$ cat src/rtl/mult_unit.sv
// mult_unit: iterative shift-add multiplier for MULT/MULTU.
// Owns the architectural HI/LO registers and also serves MTHI/MTLO writes.
// One product bit is retired per clock. A multiply takes WIDTH RUN cycles
// plus one FINISH cycle, so the result lands on hi/lo 33 clocks after start.
module mult_unit #(
    parameter int WIDTH = 32,
    parameter int CNT_W = 6
) (
    input  logic             clk,
    input  logic             rst_n,
    input  logic             start,
    input  logic             is_signed,
    input  logic [WIDTH-1:0] op_a,
    input  logic [WIDTH-1:0] op_b,
    input  logic             hi_we,
    input  logic             lo_we,
    input  logic [WIDTH-1:0] wdata,
    output logic             busy,
    output logic             done,
    output logic [WIDTH-1:0] hi,
    output logic [WIDTH-1:0] lo
);

    typedef enum logic [1:0] {
        IDLE   = 2'd0,
        RUN    = 2'd1,
        FINISH = 2'd2
    } state_t;

    localparam logic [CNT_W-1:0] LAST_ITER = CNT_W'(WIDTH - 1);

    state_t             state_q, state_d;
    logic [WIDTH-1:0]   hi_q, hi_d;
    logic [WIDTH-1:0]   lo_q, lo_d;
    logic [WIDTH-1:0]   mcand_q, mcand_d;
    logic [WIDTH-1:0]   mplier_q, mplier_d;
    logic [2*WIDTH-1:0] acc_q, acc_d;
    logic [CNT_W-1:0]   cnt_q, cnt_d;
    logic               neg_q, neg_d;
    logic               busy_q, busy_d;
    logic               done_q, done_d;

    logic [WIDTH-1:0]   abs_a;
    logic [WIDTH-1:0]   abs_b;
    logic [WIDTH-1:0]   addend;
    logic [WIDTH:0]     sum;
    logic [2*WIDTH-1:0] result;

    // Datapath: operand magnitudes, partial-product add (carry kept) and final sign fix.
    // The magnitude of the most negative value wraps to itself, which is the
    // correct unsigned magnitude, so no special case is needed.
    always_comb begin
        abs_a  = (is_signed && op_a[WIDTH-1]) ? -op_a : op_a;
        abs_b  = (is_signed && op_b[WIDTH-1]) ? -op_b : op_b;
        addend = mplier_q[0] ? mcand_q : '0;
        sum    = {1'b0, acc_q[2*WIDTH-1:WIDTH]} + {1'b0, addend};
        result = neg_q ? -acc_q : acc_q;
    end

    // Next-state logic for the sequencer, the iteration registers and HI/LO.
    always_comb begin
        state_d  = state_q;
        hi_d     = hi_q;
        lo_d     = lo_q;
        mcand_d  = mcand_q;
        mplier_d = mplier_q;
        acc_d    = acc_q;
        cnt_d    = cnt_q;
        neg_d    = neg_q;
        done_d   = 1'b0;
        unique case (state_q)
            IDLE: begin
                // Moves to HI/LO land even if a multiply starts in the same
                // cycle; the product simply overwrites them later.
                if (hi_we) hi_d = wdata;
                if (lo_we) lo_d = wdata;
                if (start) begin
                    neg_d    = is_signed & (op_a[WIDTH-1] ^ op_b[WIDTH-1]);
                    mcand_d  = abs_a;
                    mplier_d = abs_b;
                    acc_d    = '0;
                    cnt_d    = '0;
                    state_d  = RUN;
                end
            end
            RUN: begin
                acc_d    = {sum, acc_q[WIDTH-1:1]};
                mplier_d = mplier_q >> 1;
                cnt_d    = cnt_q + CNT_W'(1);
                if (cnt_q == LAST_ITER) state_d = FINISH;
            end
            FINISH: begin
                {hi_d, lo_d} = result;
                done_d       = 1'b1;
                state_d      = IDLE;
            end
            default: state_d = IDLE;
        endcase
        busy_d = (state_d != IDLE);
    end

    // State register; asynchronous reset aborts any multiply in flight.
    always_ff @(posedge clk or negedge rst_n) begin
        if (!rst_n) begin
            state_q  <= IDLE;
            hi_q     <= '0;
            lo_q     <= '0;
            mcand_q  <= '0;
            mplier_q <= '0;
            acc_q    <= '0;
            cnt_q    <= '0;
            neg_q    <= 1'b0;
            busy_q   <= 1'b0;
            done_q   <= 1'b0;
        end else begin
            state_q  <= state_d;
            hi_q     <= hi_d;
            lo_q     <= lo_d;
            mcand_q  <= mcand_d;
            mplier_q <= mplier_d;
            acc_q    <= acc_d;
            cnt_q    <= cnt_d;
            neg_q    <= neg_d;
            busy_q   <= busy_d;
            done_q   <= done_d;
        end
    end

    assign busy = busy_q;
    assign done = done_q;
    assign hi   = hi_q;
    assign lo   = lo_q;

endmodule

$ cat config.mk
export PLATFORM = sky130hd
export DESIGN_NAME = mult_unit
export DESIGN_NICKNAME = d
export VERILOG_FILES = /design/src/rtl/mult_unit.sv
export SDC_FILE = /design/constraint.sdc
export NUM_CORES = 1
export LEC_CHECK = 0
export ABC_AREA = 0
export BUFFER_PORTS_ARGS = -buffer_cell sky130_fd_sc_hd__buf_2
export CAP_MARGIN = 20
export CORE_ASPECT_RATIO = 1.2
export CORE_MARGIN = 2
export CORE_UTILIZATION = 59
export DETAILED_ROUTE_END_ITERATION = 6
export PLACE_DENSITY = 0.77
export REMOVE_ABC_BUFFERS = 1
export SLEW_MARGIN = 10
export SYNTH_ARGS = -nofsm -noshare
export SYNTH_HDL_FRONTEND = slang
export SYNTH_SLANG_ARGS = --single-unit
$ cat constraint.sdc
create_clock -name clk -period 3.84 [get_ports clk]
set_input_delay 0.768 -clock clk [delete_from_list [all_inputs] [get_ports clk]]
set_output_delay 0.768 -clock clk [all_outputs]
set_load 0.1 [all_outputs]
==> Yosys cells after proc, flatten, opt, wreduce, memory -nomap -nowiden <==
Cells that the tools add are included.
W data, S select, Z words.
{ "op_classes": {"addsub": 5, "n_shift": 0, "n_bitwise": 2, "muxes": 18, "eq_ne": 6, "magnitude_cmp": 0, "n_div": 0, "mul": 0, "reduce_logical": 10} }
{ "ops": {"columns": ["cell", "count"], "rows": [
  ["$mux W32", 6],
  ["$pmux W32 S2", 3],
  ["$mux W64", 2],
  ["$pmux W64 S2", 1],
  ["$neg A32 Y32", 2],
  ["$neg A64 Y64", 1],
  ["$add A32 B32 Y33", 1],
  ["$pmux W6 S2", 1],
  ["$reduce_and A2 Y1", 4],
  ["$add A6 B1 Y6 const B", 1],
  ["$eq A6 B5 Y1 const B", 1],
  ["$mux W6", 1],
  ["$ne A2 B2 Y1 const B", 3],
  ["$reduce_bool A2 Y1", 3],
  ["$mux W2", 2],
  ["$pmux W2 S2", 1],
  ["$eq A2 B1 Y1 const B", 1],
  ["$eq A2 B2 Y1 const B", 1],
  ["$logic_and A1 B1 Y1", 2],
  ["$logic_not A2 Y1", 1],
  ["$and A1 B1 Y1", 1],
  ["$mux W1", 1],
  ["$xor A1 B1 Y1", 1]
]} }
{ "totals": {"input_bits": 102, "ram_bits": 0, "register_bits": 203, "latchBits": 0, "output_inout_bits": 66, "mem_count": 0, "rom_bits": 0} }

==> Logic depth before layout (Yosys ltp) <==
Gate-level depths: netlist (run 1).
{ "logic_depth": {"depth_word": 4, "mapped_depth": 13} }

==> Worst setup path before layout (run 1) <==
Ideal clock, no wire load.
{ "synth_path": {"kind": "input port to flip-flop", "start": "in op_a[12]", "end": "reg mcand_q[29]", "path_slack_ns": 0.372, "t_required_ns": 3.705, "setup_time_ns": 0.135, "path_buffers": 0, "t_arrival_ns": 3.333, "stages": 8, "cell_sequence": "or3_4 > or4_1 > or3_4 > or3_4 > or4_4 > o41ai_1 > xor2_1 > o21ai_0"} }
{ "synth_via": {"elab_chain_cells": 2} }
{ "synth_lines": {"columns": ["element", "line_no", "rtl"], "rows": [
  ["start: declaration", "13", "input logic [WIDTH-1:0] op_a,"],
  ["$neg A32 Y32", "53", "abs_a = (is_signed && op_a[WIDTH-1]) ? -op_a : op_a;"],
  ["$mux W32", "53", null],
  ["end signal: assignment", "119", "mcand_q <= mcand_d;"],
  ["end: declaration", "35", "logic [WIDTH-1:0] mcand_q, mcand_d;"]
]} }
No other way between the ends.
A chain may end at the register's enable or synchronous reset.

==> Worst setup path after layout (run 1) <==
{ "layout_path": {"start": "reg acc_q[47]", "end": "reg hi_q[30], in the netlist hi[30]"} }
{ "layout_via": {"elab_chain_cells": 3} }
{ "layout_lines": {"columns": ["element", "line_no", "rtl"], "rows": [
  ["start: declaration", "37", "logic [2*WIDTH-1:0] acc_q, acc_d;"],
  ["start signal: assignment", "110", "acc_q <= '0;"],
  ["start signal: assignment", "121", "acc_q <= acc_d;"],
  ["$neg A64 Y64", "57", "result = neg_q ? -acc_q : acc_q;"],
  ["$mux W64", "57", null],
  ["$pmux W32 S2", "71", "unique case (state_q)"],
  ["end signal: assignment", "117", "hi_q <= hi_d;"],
  ["end: declaration", "33", "logic [WIDTH-1:0] hi_q, hi_d;"]
]} }
No other way between the ends.

==> impl_metrics.yaml, run 1 <==
finish:
  number_of_cells_in_the_finished_layout_apart_from_fillers: 1843
  multiInputGateArea_sq_um: 6970
  fillCellCount: 1740
  final_design_area_no_fill_sq_um: 14260
  syn2layout_area_growth_pct: 14.93
  antenna_cells: 0
  final_nets: 1700
  final_layout_size_suffix_gt1_frac: 0.1558
  fin_util: 0.6847
  regArea_sq_um: 5080
floorplan:
  fp.coreArea_sq_um: 20830
  fp-row-count: 58
  chipWidth_um: 136.4
  start_util: 0.5958
  ioPinCount: 168
  die_area_sq_um: 22210
  die_height_um: 162.9
setup_path:
  critical_path_required_ns: 4.25
  cp-startpoint: "acc_q[47]$_DFFE_PN0P_"
  end_kind: "flip-flop"
  crit_slowest_cell: "sky130_fd_sc_hd__or4_4"
  crit_arrival_ns: 3.72
  cp_bufs_invs: 0
  critical-path-top-cell-by-count: "sky130_fd_sc_hd__or3_1"
  timing.rr.start: "acc_q[47]$_DFFE_PN0P_"
  worstSetupPathType: "flip-flop to flip-flop"
  path_max_fanout: 7
  critPathLaunchType: "flip-flop"
  timing.critical_path.max_delay_family: "simple AND/OR/NAND/NOR gates"
  crit_path_max_incr_delay_ns: 0.55
  cp_cell_sequence: "or4_4 -> or3_1 -> nor4_4 -> or3b_1 -> or2_1 -> or3_1 -> and3_1 -> nor4_1"
synthesis:
  ys_seq_area_frac: 0.4094
  combinational_family_with_the_most_area_after_synthesis: "compound AO/OA/AOI/OAI gates"
  ys_seq_elements: 203
  yosys_warnings: 0
  synth_xor_area_frac: 0.09459
  syn-mean-instance-area_sq_um: 8.726
  synth_edf_count: 0
  post_synth_mux_area_share: 0.002420
  yosysUniqueCellTypes: 63
  synth_flop_cell: "sky130_fd_sc_hd__dfrtp_1"
  yosys.area_share.simple: 0.1793
  synth_compound_gate_area_share: 0.2443
  async_flop_share: 1.000
  syn_inst: 1422
  synth_area_sq_um: 12410
  synth-adder-area-share: 0.03791
timing:
  period_share: 0.8628
  maxSlewViolCount: 0
  max-slew-margin-rel: 0.3539
  final_hold_viol_count: 0
  final.setup_skew_ns: 0.01310
  clock.fmax_mhz: 301.8
  grt_setup_unrepaired: "no"
  holdWs_ns: 0.3094
  max_slew.worst_pin.slew_ns: 0.9691
  finalSetupViolCount: 0
  post-route-min-period_ns: 3.313
drt:
  wl_per_cell_um: 17.98
  routed_wl_mm: 33.14
  drtPass1Iterations: 5
  first_iter_violations: 858
  ant_nets: 0
  via_count: 11398
  vias_per_cell: 6.184
  route.detailed.drc: 0
pwr:
  cell_internal_pwr_mw: 6.401
  netSwitchingPower_mw: 6.750
  pwr-share-seq: 0.312
  power.switching_fraction: 0.5133
  power_leakage_nw: 6.280
  power_density_nw_per_um2: 922.2
  share_clk_of_total_power: 0.160
  power.combinational.fraction: 0.529
  p_total_mw: 13.15
  vdd.ir_drop.worst_mv: 0.8065
cts:
  clkTransAtPathRegs_ns: 0.06
  cts_hold_buf: 0
  clk_root_buffer_cell: "sky130_fd_sc_hd__clkbuf_16"
  clock_latency_ns: 0.51
  cts-buffers-inserted: 22
  htreeDepth: 1
  clock_path_buffers: 3
  post_cts_buffers: 0
  cts.repair.resized: 0
  cts_tree: "built"
  cts_num_sinks: 203
hold_path:
  holdCritPathClass: "input port to asynchronous set/reset pin"
job:
  cap_viol_max_count: 0
status:
  status: "complete, no violations"
global_routing:
  gr-total-overflow: 0
  grt_antenna_before_repair: 1
  grt_util_all_layers: 0.2980
  grt_pass1_vias: 10737
  grt_start_max_net_pins: 90
  grt_first_pass_wirelength_mm: 53.98
place:
  dp_hpwl_mm: 24.01
  final_wtd_congestion: 0.9321
  dp.cells: 1807
  buffer_ports.inserted: 167
  placedInstanceArea_sq_um: 13550
-- synthesized netlist by cell type (all sizes together), types with 6 or more instances --
cell type  count  share of area
o221ai        11         0.0078
xor2          83          0.059
and2          38          0.019
nor3          17         0.0069
nor2b          8         0.0040
a21o           8         0.0048
a22oi         25          0.015
o21a           6         0.0036
nor4          17         0.0098
buf            7         0.0027
a221oi         8         0.0056
o31ai         36          0.022
inv           21         0.0064
nor2          92          0.028
a22o          33          0.023
a21oi         77          0.031
dfrtp        203           0.41
and3          14         0.0071
or4           14         0.0091
o22ai         34          0.017
or3           20          0.011
nand4         14         0.0071
a31oi         15         0.0076
nand2b        12         0.0061
o41ai         17          0.012
o21ai        177          0.071
xnor2         51          0.036
nand2        187          0.057
clkbuf        74          0.022
ha            36          0.036
nand3         13         0.0052
-- cells by family (layout without fill, tap and decap cells) --
kind of cell,after synthesis,after routing
adders and majority gates,37,37
muxes,3,3
DFF,203,203
AOI/OAI and AO/OA,481,481
and+or+nand+nor,460,460
buffers and inverters,104,255
xor gates and xnor gates,134,134
-- sequential cells by signal (all words and copies together), names as in the netlist --
signal,count
mplier_q,32
mcand_q,32
hi,32
lo,32
acc_q,64
busy,1
state_q,2
neg_q,1
done,1
cnt_q,6
-- power groups by stage --
stage | registers, mW | clock network, mW | logic (mW)
3_3_place_gp | 4.06 | 0 | 6.80
6_report | 4.10 | 2.10 | 6.95
4_1_cts | 4.08 | 2.12 | 6.94
3_5_place_dp | 4.11 | 0 | 6.91
5_1_grt | 4.23 | 2.20 | 7.54
2_1_floorplan | 6.25 | 0 | 3.12
-- metrics by stage --
step	TNS (ns)	worst slack [ns]
finish	0	0.5270
detailed placement	0	0.05383
floorplan	-28.39	-1.171
global placement	0	0.1112
global route	0	0.3195
CTS	0	0.5329
-- final cells by class --
class	instances	share of cell area
clock buffer	32	0.04624
tap	270	0.02369
timing repair buffer	196	0.07536
sequential	203	0.3562
inverter	23	0.006054
multi-input combinational	1115	0.4888
clock inverter	4	0.003685
-- worst register-to-register path, stage by stage, from the launching register on --
cell and delay [ns]:
sky130_fd_sc_hd__dfrtp_1 0.46, sky130_fd_sc_hd__or4_4 0.56, sky130_fd_sc_hd__or3_1 0.44, sky130_fd_sc_hd__nor4_4 0.31, sky130_fd_sc_hd__or3b_1 0.42, sky130_fd_sc_hd__or2_1 0.26
sky130_fd_sc_hd__or3_1 0.32, sky130_fd_sc_hd__and3_1 0.18, sky130_fd_sc_hd__nor4_1 0.26
-- per-layer routing --
layer,up-vias,global-route usage,part of all wire
li1,5475,-,-
met1,5478,0.4199,0.44
met2,369,0.4790,0.47
met3,74,0.03455,0.056
met4,2,0.1009,0.031
met5,-,0,0.00039
-- layout by cell type (no fill, tap or decap), drive strengths merged, types with 20 or more instances in the layout --
cell	netlist	final
dfrtp	203	203
buf	7	195
nand2	187	187
o21ai	177	177
nor2	92	92
xor2	83	83
a21oi	77	77
xnor2	51	51
and2	38	38
o31ai	36	36
ha	36	36
o22ai	34	34
a22o	33	33
clkbuf	74	33
a22oi	25	25
inv	21	22
or3	20	20
-- path summary, 6_finish.rpt --
kind	endpoint	slack, ns	cells after the start
min in group clk	mcand_q[13]$_DFFE_PN0P_	0.47	2
hold / removal	acc_q[0]$_DFFE_PN0P_	0.31	1
hold reg to reg	mcand_q[13]$_DFFE_PN0P_	0.47	2
max in group asynchronous	mplier_q[26]$_DFFE_PN0P_	2.53	2
setup reg to reg	hi[30]$_DFFE_PN0P_	0.53	8
setup / recovery	hi[30]$_DFFE_PN0P_	0.53	8
(Power assumes the default switching activity.)
==> run 2: changes to the inputs <==
Settings changed: CORE_ASPECT_RATIO 1.2 to unset.
==> run 2 against run 1 <==
  * Non-clock buffer count rose by 1
  * Utilization up 0.29 points
  * Highest routed layer is now met4
  * Sequential share of layout area fell by 0.14 points
  * Largest cell class unchanged
  * Maximum frequency down 1.3%
  * Critical path type unchanged
==> impl_metrics.yaml, run 2 (synthesis gave the netlist of run 1 again) <==
drt:
  first_iter_violations: 760
  vias_per_cell: 6.188
  ant_nets: 0
  wl_per_cell_um: 18.03
  drtPass1Iterations: 6
  routed_wl_mm: 33.40
  route.detailed.drc: 0
  via_count: 11467
cts:
  clkTransAtPathRegs_ns: 0.06
  cts-buffers-inserted: 23
  cts_tree: "built"
  htreeDepth: 1
  cts.repair.resized: 0
  clock_latency_ns: 0.52
  clock_path_buffers: 3
  cts_num_sinks: 203
  clk_root_buffer_cell: "sky130_fd_sc_hd__clkbuf_16"
  cts_hold_buf: 0
  post_cts_buffers: 0
timing:
  grt_setup_unrepaired: "no"
  max_slew.worst_pin.slew_ns: 0.9305
  max-slew-margin-rel: 0.3796
  clock.fmax_mhz: 297.9
  final_hold_viol_count: 0
  post-route-min-period_ns: 3.356
  final.setup_skew_ns: 0.01937
  holdWs_ns: 0.2680
  period_share: 0.8740
  finalSetupViolCount: 0
  maxSlewViolCount: 0
place:
  final_wtd_congestion: 0.8953
  dp_hpwl_mm: 24.20
  placedInstanceArea_sq_um: 13560
  buffer_ports.inserted: 167
finish:
  most-common-layout-cells: "203 x sky130_fd_sc_hd__dfrtp_1, 186 x sky130_fd_sc_hd__nand2_1, 174 x sky130_fd_sc_hd__o21ai_0, 166 x sky130_fd_sc_hd__buf_2, 90 x sky130_fd_sc_hd__nor2_1"
  largest_register_ff_count: 64
  final_common_cell: "sky130_fd_sc_hd__dfrtp_1"
  largest-register: "acc_q"
  syn2layout_area_growth_pct: 15.40
  final_design_area_no_fill_sq_um: 14320
  fillCellCount: 1703
  final_layout_size_suffix_gt1_frac: 0.1584
  antenna_cells: 0
  fin_util: 0.6877
  final_nets: 1702
floorplan:
  fp-row-count: 53
  die_height_um: 149.0
  chipWidth_um: 149.0
  die_area_sq_um: 22210
  ioPinCount: 168
  fp.coreArea_sq_um: 20820
  start_util: 0.5959
pwr:
  power_leakage_nw: 6.307
  power_density_nw_per_um2: 928.7
  vdd.ir_drop.worst_mv: 0.7553
global_routing:
  grt_pass1_vias: 10749
  grt_first_pass_wirelength_mm: 54.18
  grtUsageMet3: 0.03364
  grt.met1_usage: 0.4348
  grt_util_all_layers: 0.3003
  gr-total-overflow: 0
  grt_antenna_before_repair: 0
  global_route_met2_utilization: 0.4719
  top_usage_layer: "met2"
  grt_start_max_net_pins: 89
setup_path:
  path_max_fanout: 6
  critPathLaunchType: "flip-flop"
  cp-endpoint: "hi[30]$_DFFE_PN0P_"
  crit_arrival_ns: 3.77
  cp-startpoint: "acc_q[49]$_DFFE_PN0P_"
  worst_r2r_endpoint: "hi[30]$_DFFE_PN0P_"
  timing.reg2reg.setup_slack_ns: 0.48
  timing.rr.start: "acc_q[49]$_DFFE_PN0P_"
  end_kind: "flip-flop"
  critical_path_required_ns: 4.25
  r2r.worst_path.cells: 8
  worstSetupPathType: "flip-flop to flip-flop"
job:
  cap_viol_max_count: 0
status:
  status: "complete, no violations"
hold_path:
  holdCritPathClass: "input port to asynchronous set/reset pin"
==> run 2: cell count changes in the layout (fill, tap and decap cells not counted) <==
cell                         previous run  this run
sky130_fd_sc_hd__clkinv_2               1         4
sky130_fd_sc_hd__buf_4                 28        29
sky130_fd_sc_hd__bufinv_16              1         2
sky130_fd_sc_hd__clkinv_4               1         0
sky130_fd_sc_hd__clkinvlp_4             0         1
==> run 2: worst max-delay path, cell delays in order, from the launching register on <==
cell and delay, ns:
sky130_fd_sc_hd__dfrtp_1 0.44, sky130_fd_sc_hd__or4_4 0.57, sky130_fd_sc_hd__or3_1 0.45, sky130_fd_sc_hd__nor4_4 0.34
sky130_fd_sc_hd__or3b_1 0.43, sky130_fd_sc_hd__or2_1 0.25, sky130_fd_sc_hd__or3_1 0.33, sky130_fd_sc_hd__and3_1 0.19
sky130_fd_sc_hd__nor4_1 0.26
==> run 2: power breakdown <==
part	total (mW)	internal (mW)	switching, mW
clock network	2.20	1.33	0.868
logic	6.98	2.03	4.94
registers	4.13	3.12	1.00
==> run 2: how the worst min path moves through the flow <==
| stage | slack (ns) | startpoint | cells after the start | end |
|---|---|---|---|---|
| after CTS | 0.32 | rst_n | 1 | done$_DFF_PN0_ |
| after floorplan | 0.44 | mcand_q[31]$_DFFE_PN0P_ | 2 | mcand_q[31]$_DFFE_PN0P_ |
| final | 0.27 | rst_n | 1 | done$_DFF_PN0_ |
| after detailed placement | 0.46 | lo[4]$_DFFE_PN0P_ | 1 | lo[4]$_DFFE_PN0P_ |
| after global routing | 0.35 | rst_n | 1 | done$_DFF_PN0_ |
| after global placement | 0.45 | mcand_q[31]$_DFFE_PN0P_ | 2 | mcand_q[31]$_DFFE_PN0P_ |
==> run 2: final cells by class <==
| cell class | count | area (sq um) | share of cell area |
|---|---|---|---|
| multi-input cells | 1115 | 6970 | 0.4868 |
| flip-flops and latches | 203 | 5080 | 0.3548 |
| repair buffers | 197 | 1082 | 0.07559 |
| clock buffers | 32 | 659.4 | 0.04605 |
| well taps | 275 | 344.1 | 0.02403 |
| clock inverters | 8 | 96.34 | 0.006728 |
| inverters | 23 | 86.33 | 0.006029 |
==> run 2: stage by stage <==
step                      setup WS, ns  setup TNS [ns]  std cells  total power, mW
final                           0.4837               0       1853            13.30
after detailed placement       0.06501               0       1813            11.03
after global routing            0.3338               0       1853            14.10
after floorplan                 -1.171          -28.39       1341            9.369
after CTS                       0.4966               0       1853            13.26
after global placement          0.1353               0       1813            10.88
==> run 2: routing by layer <==
| metal | routed length [um] | vias to the layer above |
|---|---|---|
| met5 | 0 | - |
| li1 | - | 5471 |
| met4 | 1207 | 0 |
| met1 | 15030 | 5492 |
| met3 | 2016 | 83 |
| met2 | 15150 | 421 |
==> run 3: changes to the inputs <==
Settings changed: CORE_UTILIZATION 59 to 63, PLACE_DENSITY 0.77 to 0.82.
Clock period 3.84 ns to 4.2 ns, I/O delays scaled along.
==> run 3 against run 2 <==
  * Clock skew is 0.0061 ns lower
  * Critical path type unchanged
  * Sequential share of layout area increased by 0.081 points
  * Largest power group unchanged
  * Cell count down 0.65%
  * Setup slack gained 0.20 ns
  * Flip-flop and latch count is the same
==> impl_metrics.yaml, run 3 (synthesis gave the netlist of run 1 again) <==
setup_path:
  timing.critical_path.max_delay_family: "simple AND/OR/NAND/NOR gates"
  worstSetupPathType: "flip-flop to flip-flop"
  end_kind: "flip-flop"
  cp_bufs_invs: 2
  critical_path_required_ns: 4.64
  crit_path_max_incr_delay_ns: 0.78
  critPathLaunchType: "flip-flop"
  cp_cell_sequence: "and2_1 -> ha_1 -> inv_1 -> fa_1 -> nor2b_1 -> o2111ai_1 -> a21boi_0 -> buf_4 -> nand3_1 -> a21oi_1 -> a21oi_1 -> or4_1 -> nand3_1"
  crit_arrival_ns: 3.96
  path_max_fanout: 30
  crit_slowest_cell: "sky130_fd_sc_hd__dfrtp_1"
drt:
  highest_metal_layer_with_signal_wires: "met4"
  wl_per_cell_um: 18.32
  via_count: 11585
  drtPass1Iterations: 6
  route.layer.met1.wl_mm: 14.95
  route.detailed.drc: 0
  vias_per_cell: 6.293
  first_iter_violations: 1033
  routed-wl-met3_mm: 2.370
  detailroute.wirelength.met2_mm: 15.35
  routed_wl_mm: 33.72
  ant_nets: 0
cts:
  clock_latency_ns: 0.52
  cts.repair.resized: 0
  clkTransAtPathRegs_ns: 0.06
  cts_hold_buf: 0
  htreeDepth: 1
  clk_root_buffer_cell: "sky130_fd_sc_hd__clkbuf_16"
  cts_tree: "built"
  cts_num_sinks: 203
  post_cts_buffers: 0
  clock_path_buffers: 3
  cts-buffers-inserted: 22
global_routing:
  grt_util_all_layers: 0.3185
  gr-total-overflow: 0
  grt_first_pass_wirelength_mm: 53.21
  grt_antenna_before_repair: 0
  grt_pass1_vias: 10339
  grt_start_max_net_pins: 93
floorplan:
  die_area_sq_um: 20830
  fp.coreArea_sq_um: 19400
  die_height_um: 144.3
  start_util: 0.6396
  fp-row-count: 51
  ioPinCount: 168
  chipWidth_um: 144.3
pwr:
  power_leakage_nw: 6.295
  power.combinational.fraction: 0.526
  power.switching_fraction: 0.5146
  p_total_mw: 12.12
  netSwitchingPower_mw: 6.238
  share_clk_of_total_power: 0.162
  vdd.ir_drop.worst_mv: 0.7148
  power_density_nw_per_um2: 848.5
  cell_internal_pwr_mw: 5.884
  pwr-share-seq: 0.312
finish:
  final_layout_size_suffix_gt1_frac: 0.1561
  final_nets: 1699
  final_common_cell: "sky130_fd_sc_hd__dfrtp_1"
  most-common-layout-cells: "203 x sky130_fd_sc_hd__dfrtp_1, 186 x sky130_fd_sc_hd__nand2_1, 174 x sky130_fd_sc_hd__o21ai_0, 166 x sky130_fd_sc_hd__buf_2, 90 x sky130_fd_sc_hd__nor2_1"
  multiInputGateArea_sq_um: 6970
  number_of_cells_in_the_finished_layout_apart_from_fillers: 1841
  syn2layout_area_growth_pct: 15.14
  largest_register_ff_count: 64
  antenna_cells: 0
  largest-register: "acc_q"
  fin_util: 0.7365
  regArea_sq_um: 5080
  fillCellCount: 1564
timing:
  final_hold_viol_count: 0
  final.setup_skew_ns: 0.01329
  clock.fmax_mhz: 284.5
  finalSetupViolCount: 0
  grt_setup_unrepaired: "no"
  max-slew-margin-rel: 0.3408
  post-route-min-period_ns: 3.515
  max_slew.worst_pin.slew_ns: 0.9887
  maxSlewViolCount: 0
  period_share: 0.8370
place:
  dp_hpwl_mm: 24.15
  dp.cells: 1800
  final_wtd_congestion: 0.9111
  buffer_ports.inserted: 167
hold_path:
  holdCritPathClass: "input port to asynchronous set/reset pin"
job:
  cap_viol_max_count: 0
status:
  status: "complete, no violations"
==> run 3: cell types whose count changed in the layout (fill, tap and decap cells not counted), sizes merged <==
| cell | previous run | this run |
|---|---|---|
| buf | 196 | 194 |
| clkbuf | 33 | 34 |
| clkinv | 6 | 7 |
| clkinvlp | 1 | 0 |
| inv | 22 | 21 |
==> run 3: stage by stage <==
stage / setup TNS (ns) / setup WS, ns / hold WS, ns / cell area (sq um)
6_report: 0 / 0.6848 / 0.3749 / 14290
5_1_grt: 0 / 0.4078 / 0.4353 / 14290
4_1_cts: 0 / 0.6847 / 0.4053 / 14270
3_5_place_dp: 0 / 0.1881 / 0.4616 / 13530
3_3_place_gp: 0 / 0.4274 / 0.4535 / 13530
2_1_floorplan: -8.070 / -0.8831 / 0.4376 / 12100
==> run 3: layout make-up <==
cell class,count,share of cell area
Multi-Input combinational cell,1115,0.4879
Sequential cell,203,0.3556
Timing Repair Buffer,195,0.07558
Clock buffer,33,0.04493
Tap cell,265,0.02321
Clock inverter,7,0.006744
Inverter,23,0.006043
==> run 3: worst paths after layout <==
check | start | to | slack, ns | cells after the start
setup / recovery | mplier_q[0]$_DFFE_PN0P_ | acc_q[59]$_DFFE_PN0P_ | 0.68 | 13
hold / removal | rst_n | done$_DFF_PN0_ | 0.37 | 1
setup reg to reg | mplier_q[0]$_DFFE_PN0P_ | acc_q[59]$_DFFE_PN0P_ | 0.68 | 13
hold reg to reg | lo[11]$_DFFE_PN0P_ | lo[11]$_DFFE_PN0P_ | 0.47 | 2
max in group asynchronous | rst_n | mplier_q[31]$_DFFE_PN0P_ | 2.96 | 2
min in group clk | lo[11]$_DFFE_PN0P_ | lo[11]$_DFFE_PN0P_ | 0.47 | 2
==> run 3: worst reg2reg max path, stage by stage (launching register included) <==
cell and delay (ns):
sky130_fd_sc_hd__dfrtp_1 0.78, sky130_fd_sc_hd__and2_1 0.24, sky130_fd_sc_hd__ha_1 0.17, sky130_fd_sc_hd__inv_1 0.06, sky130_fd_sc_hd__fa_1 0.39, sky130_fd_sc_hd__nor2b_1 0.16, sky130_fd_sc_hd__o2111ai_1 0.14, sky130_fd_sc_hd__a21boi_0 0.19
sky130_fd_sc_hd__buf_4 0.16, sky130_fd_sc_hd__nand3_1 0.10, sky130_fd_sc_hd__a21oi_1 0.32, sky130_fd_sc_hd__a21oi_1 0.21, sky130_fd_sc_hd__or4_1 0.42, sky130_fd_sc_hd__nand3_1 0.10
==> run 3: power groups by stage <==
stage,registers [mW],clock network (mW),logic [mW]
2_1_floorplan,5.72,0,2.85
5_1_grt,3.89,2.07,6.87
4_1_cts,3.75,1.99,6.33
3_5_place_dp,3.77,0,6.29
6_report,3.78,1.97,6.37
3_3_place_gp,3.73,0,6.17
==> run 3: metal layers <==
metal  vias to the layer above  global-route usage
met3                        81             0.03808
met5                         -                   0
li1                       5478                   -
met1                      5530              0.4696
met2                       496              0.4921
met4                         0              0.1053
